## src/rtl/sum_seq_pkg.sv

```systemverilog
// Shared types and default sizing for the sum_seq_ctrl chunked adder sequencer.
package sum_seq_pkg;

  typedef enum logic [1:0] {
    IDLE = 2'd0,
    RUN  = 2'd1,
    DONE = 2'd2
  } state_t;

  localparam int DEF_SIZE_DATA = 8;
  localparam int DEF_NUM_CHUNK = 4;

endpackage

```

## src/rtl/SUM_unit.sv

```systemverilog
// Narrow SIZE_DATA-bit adder with carry-in/carry-out; the only adder in sum_seq_ctrl.
module SUM_unit #(
  parameter int SIZE_DATA = 8
) (
  input  logic [SIZE_DATA-1:0] i_a,
  input  logic [SIZE_DATA-1:0] i_b,
  input  logic                 i_carry,
  output logic [SIZE_DATA-1:0] o_sum,
  output logic                 o_carry
);

  assign {o_carry, o_sum} = {1'b0, i_a} + {1'b0, i_b} + {{SIZE_DATA{1'b0}}, i_carry};

endmodule

```

## src/rtl/sum_seq_ctrl.sv

```systemverilog
// Wide add (or subtract when SUM_SEQ_SUB_EN is defined) computed one SIZE_DATA chunk per
// cycle through a single SUM_unit, LSB chunk first, with valid/ready on both sides.
module sum_seq_ctrl
  import sum_seq_pkg::*;
#(
  parameter int SIZE_DATA = DEF_SIZE_DATA,
  parameter int NUM_CHUNK = DEF_NUM_CHUNK
) (
  input  logic                           i_clk,
  input  logic                           i_rst_n,
  input  logic                           i_valid,
  output logic                           o_ready,
  input  logic [SIZE_DATA*NUM_CHUNK-1:0] i_data_a,
  input  logic [SIZE_DATA*NUM_CHUNK-1:0] i_data_b,
  input  logic                           i_carry,
`ifdef SUM_SEQ_SUB_EN
  input  logic                           i_sub,
`endif
  output logic                           o_valid,
  input  logic                           i_ready,
  output logic [SIZE_DATA*NUM_CHUNK-1:0] o_sum,
  output logic                           o_carry,
  output logic                           o_busy
);

  localparam int W     = SIZE_DATA * NUM_CHUNK;
  localparam int CNT_W = $clog2(NUM_CHUNK);
  localparam logic [CNT_W-1:0] LAST_CHUNK = CNT_W'(NUM_CHUNK - 1);

  state_t               state;
  logic [W-1:0]         a_reg;
  logic [W-1:0]         b_reg;
  logic [W-1:0]         sum_reg;
  logic                 carry_reg;
  logic [CNT_W-1:0]     cnt;
  logic [SIZE_DATA-1:0] chunk_sum;
  logic                 chunk_carry;
  logic [W-1:0]         b_load;
  logic                 carry_load;

`ifdef SUM_SEQ_SUB_EN
  // A - B is formed as A + ~B + 1, so a set carry-out means no borrow.
  assign b_load     = i_sub ? ~i_data_b : i_data_b;
  assign carry_load = i_sub ? 1'b1 : i_carry;
`else
  assign b_load     = i_data_b;
  assign carry_load = i_carry;
`endif

  SUM_unit #(
    .SIZE_DATA(SIZE_DATA)
  ) u_sum_unit (
    .i_a     (a_reg[SIZE_DATA-1:0]),
    .i_b     (b_reg[SIZE_DATA-1:0]),
    .i_carry (carry_reg),
    .o_sum   (chunk_sum),
    .o_carry (chunk_carry)
  );

  always_ff @(posedge i_clk or negedge i_rst_n) begin
    if (!i_rst_n) begin
      state     <= IDLE;
      a_reg     <= '0;
      b_reg     <= '0;
      sum_reg   <= '0;
      carry_reg <= 1'b0;
      cnt       <= '0;
      o_ready   <= 1'b1;
      o_valid   <= 1'b0;
      o_busy    <= 1'b0;
    end else begin
      case (state)
        IDLE: begin
          if (i_valid) begin
            a_reg     <= i_data_a;
            b_reg     <= b_load;
            carry_reg <= carry_load;
            cnt       <= '0;
            o_ready   <= 1'b0;
            o_busy    <= 1'b1;
            state     <= RUN;
          end
        end
        RUN: begin
          // Each chunk result enters at the top so the first (LSB) chunk ends up at the bottom.
          sum_reg   <= {chunk_sum, sum_reg[W-1:SIZE_DATA]};
          carry_reg <= chunk_carry;
          a_reg     <= a_reg >> SIZE_DATA;
          b_reg     <= b_reg >> SIZE_DATA;
          if (cnt == LAST_CHUNK) begin
            o_busy  <= 1'b0;
            o_valid <= 1'b1;
            state   <= DONE;
          end else begin
            cnt <= cnt + 1'b1;
          end
        end
        DONE: begin
          if (i_ready) begin
            o_valid <= 1'b0;
            o_ready <= 1'b1;
            state   <= IDLE;
          end
        end
        default: begin
          o_ready <= 1'b1;
          o_valid <= 1'b0;
          o_busy  <= 1'b0;
          state   <= IDLE;
        end
      endcase
    end
  end

  assign o_sum   = sum_reg;
  assign o_carry = carry_reg;

endmodule

```

## config.mk

```make
export PLATFORM = sky130hd
export DESIGN_NAME = sum_seq_ctrl
export DESIGN_NICKNAME = d
export VERILOG_FILES = /design/src/rtl/sum_seq_pkg.sv /design/src/rtl/SUM_unit.sv /design/src/rtl/sum_seq_ctrl.sv
export SDC_FILE = /design/constraint.sdc
export NUM_CORES = 1
export LEC_CHECK = 0
export ABC_AREA = 1
export CORE_MARGIN = 2
export CORE_UTILIZATION = 46
export DETAILED_ROUTE_END_ITERATION = 7
export PLACE_DENSITY_LB_ADDON = 0.15
export SLEW_MARGIN = 10
export SYNTH_ARGS = -nofsm -noshare
export SYNTH_HDL_FRONTEND = slang
export SYNTH_SLANG_ARGS = --single-unit
```

## constraint.sdc

```tcl
create_clock -name i_clk -period 2.1 [get_ports i_clk]
set_clock_uncertainty 0.2 [all_clocks]
set_input_delay 0.21 -clock i_clk [delete_from_list [all_inputs] [get_ports i_clk]]
set_output_delay 0.21 -clock i_clk [all_outputs]
set_load 0.01 [all_outputs]
```

==> key figures <==
Synthesis
  • Syn. warnings: 0
  • Syn_nets: 634
  • Cells after Synth: 555
  • Syn_area_per_cell: between 9 and 10 um2
  • Seq cells post-synth: 104
  • Yosys cell types: 30
  • Seq/Total Area, Yosys: between 50% and 60%
  • Post-Syn Area: 5070 um2

Status
  • Outcome: finished clean

Die
  • Initial core utilization: 47.0%
  • I/O pins: 105
  • Rows: 38
  • Chip width: 109 um
  • Core Region: 10800 um2
  • Die Y: 109 um
  • Die Area: 11900 um2

Pwr
  • LEAKAGE: 0.00304 uW
  • Worst vdd ir: 0.855 mV
  • Gate power share: between 50% and 60%
  • Reg power frac: 32.0%
  • Power share of the clock group: a little under an eighth
  • Cell Pwr Density: roughly 1700 nW/um2
  • Power Internal: 6110 uW
  • Switching pwr: 4590 uW
  • Sw Ratio: 42.9%

Critical path
  • Crit end category: register
  • Critical Path Fanout Max: 3
  • Critical path arrival: 2010 ps
  • CP max stage delay: between 400 and 500 ps
  • CP Cell Sequence: fa_2, inv_1, fa_1, inv_1, nand2_1, a21oi_1, or2_2, nand3_1, nand2_1
  • CP max stage cell: dfrtp_1
  • Crit path launch: o_carry
  • CP startpoint kind: register
  • CP Data Required Time: 2160 ps
  • Crit path kind: register to register
  • R2r startpoint: o_carry
  • CP top delay family: adder cells
  • Worst path bufs/invs: 2

Clock network
  • Clock latency on the worst-skew pair: 360 ps
  • TritonCTS Sinks: 104
  • Max clock buf depth: 2
  • H-tree depth: 3
  • Total CTS buffers: 9
  • Root buf cell: clkbuf_8
  • Reg clk slew, reported paths: 90 ps
  • CTS tree: yes

Global route
  • Pin count of the biggest net entering global routing: 65
  • First-pass GRT wire length: 18000 um
  • Antenna violations before repair: 0
  • GRT overflow: 0
  • Vias in the first global route: 3822
  • GR Util All Layers: between 15 and 20%

Timing
  • Post-route minimum period: 1950 ps
  • Crit share post-route: 93.1%
  • RSZ-0062 raised after global routing: no
  • Total negative slack: 0 ps
  • Pins over their slew limit: 0
  • Setup violators final: 0
  • Final hold viol count: 0
  • FMAX: 512 MHz
  • Least-Margin Pin Slew: roughly 480 ps
  • Slew headroom: about two thirds

Finish
  • Multi-input combinational cell area: approximately 2000 um2
  • Register Area: 2600 um2
  • Antenna fix cells: 0
  • Most frequent cells in the layout: nand2_1, dfrtp_1, clkdlybuf4s50_1
  • Fillcell total: 979
  • Layout cells sized above 1: 14.1%
  • Total Nets Final: 732
  • Most common library cell in the layout ignoring fill and taps: nand2_1
  • Final Core Density: 59.9%
  • Layout area overhead: 27.5%

Routing
  • Drt wl/cell: 13.4 um
  • DRT iter0 DRCs: 148
  • Post-DR vias/cell: 4.85
  • Via count: 3872
  • Number of remaining DRC errors: 0
  • Drt total wl: 10700 um
  • DR pass1 iterations: 4
  • Post-DRT Antenna Nets: 0

Job
  • MaxCap Viol Count: 0

Worst hold path
  • Hold crit path type: input pin to async pin

Place
  • Buffers on Ports: between 100 and 150
  • GP Congestion: ~0.81
  • DP Wirelength: 7830 um
## logic make-up (layout without fill, tap and decap cells)
| family | Yosys count | in the layout | synth area share [%] |
|---|---|---|---|
| compound gates | 145 | 145 | 20.9 |
| fa+ha+maj | 10 | 10 | 2.76 |
| buf+inv | 109 | 212 | 9.74 |
| flops | 104 | 104 | 51.3 |
| simple gates | 187 | 187 | 15.3 |
## power groups by stage
stage	clock [uW]	combinational, uW	sequential, uW
floorplan	0	4220	3530
global placement	0	5890	3440
detailed placement	0	6020	3470
CTS	1310	6050	3430
global route	1390	6840	3540
finish	1280	6000	3430
## final cells by class
type / instances / area share (%)
inverters: 79 / 4.62
clock inverters: 3 / 0.619
repair buffers: 117 / 18.8
clock buffers: 13 / 2.46
flip-flops and latches: 104 / 40.3
multi-input cells: 342 / 30.6
well taps: 140 / 2.71
## metrics by stage
step | hold WS, ps | std cells | total power (uW) | cell area (um2) | setup WS [ps]
floorplan | -286 | 555 | 7750 | 5070 | 133
global placement | -31.6 | 780 | 9330 | 6250 | 119
detailed placement | -29.2 | 780 | 9490 | 6250 | 87.1
CTS | 112 | 797 | 10800 | 6460 | 69.0
global route | 137 | 798 | 11800 | 6470 | 22.5
finish | 117 | 798 | 10700 | 6470 | 145
## worst paths after layout
kind,endpoint,slack [ps],cells after the start
min in group i_clk,a_reg[27],180,3
hold reg to reg,o_sum[6],280,2
setup reg to reg,o_sum[28],150,9
hold / removal,o_sum[4],120,2
max in group asynchronous,o_ready,990,3
setup / recovery,o_sum[28],150,9
## cells in the mapped netlist
cell / number / area, um2
o211ai_2: 30 / 375
inv_1: 75 / 282
o21ai_1: 15 / 75.1
nand2_1: 151 / 567
buf_8: 1 / 15.0
inv_4: 1 / 6.26
dfstp_2: 1 / 26.3
o211ai_1: 4 / 30.0
nand2_4: 1 / 11.3
o21ai_2: 24 / 210
buf_6: 5 / 56.3
o21bai_1: 1 / 7.51
a21oi_1: 3 / 15.0
o21ai_0: 64 / 320
nor2_1: 12 / 45.0
buf_4: 5 / 37.5
ha_1: 8 / 100
or2_2: 3 / 18.8
clkbuf_1: 7 / 26.3
o22ai_1: 3 / 18.8
nand3_1: 14 / 70.1
buf_2: 12 / 60.1
fa_1: 2 / 40.0
a21o_1: 1 / 7.51
dfrtp_1: 103 / 2580
nor2_8: 1 / 20.0
nor3_1: 2 / 10.0
nand3b_1: 2 / 15.0
nand3_4: 1 / 17.5
inv_2: 3 / 11.3
## worst reg2reg max path, cell delays in order (launching register included)
cell	delay, ps
dfrtp_1	410
fa_2	400
inv_1	80
fa_1	160
inv_1	50
nand2_1	90
a21oi_1	90
or2_2	270
nand3_1	70
nand2_1	50
## routing by layer
| metal | wire length (um) | global-route usage, % | up-vias |
|---|---|---|---|
| met1 | 4930 | 26.1 | 1792 |
| met2 | 5110 | 31.5 | 85 |
| li1 | - | - | 1978 |
| met5 | 0 | 0 | - |
| met3 | 459 | 3.41 | 17 |
| met4 | 218 | 7.97 | 0 |
## timing repair
item | in CTS | in global routing
setup endpoints to repair | 0 | 1
setup buffers | 0 | 1
hold buffers | 1 | 0
hold endpoints to repair | 103 | 0
gates resized for setup | 0 | 1
Note: power is estimated with default switching activity, not from simulation.
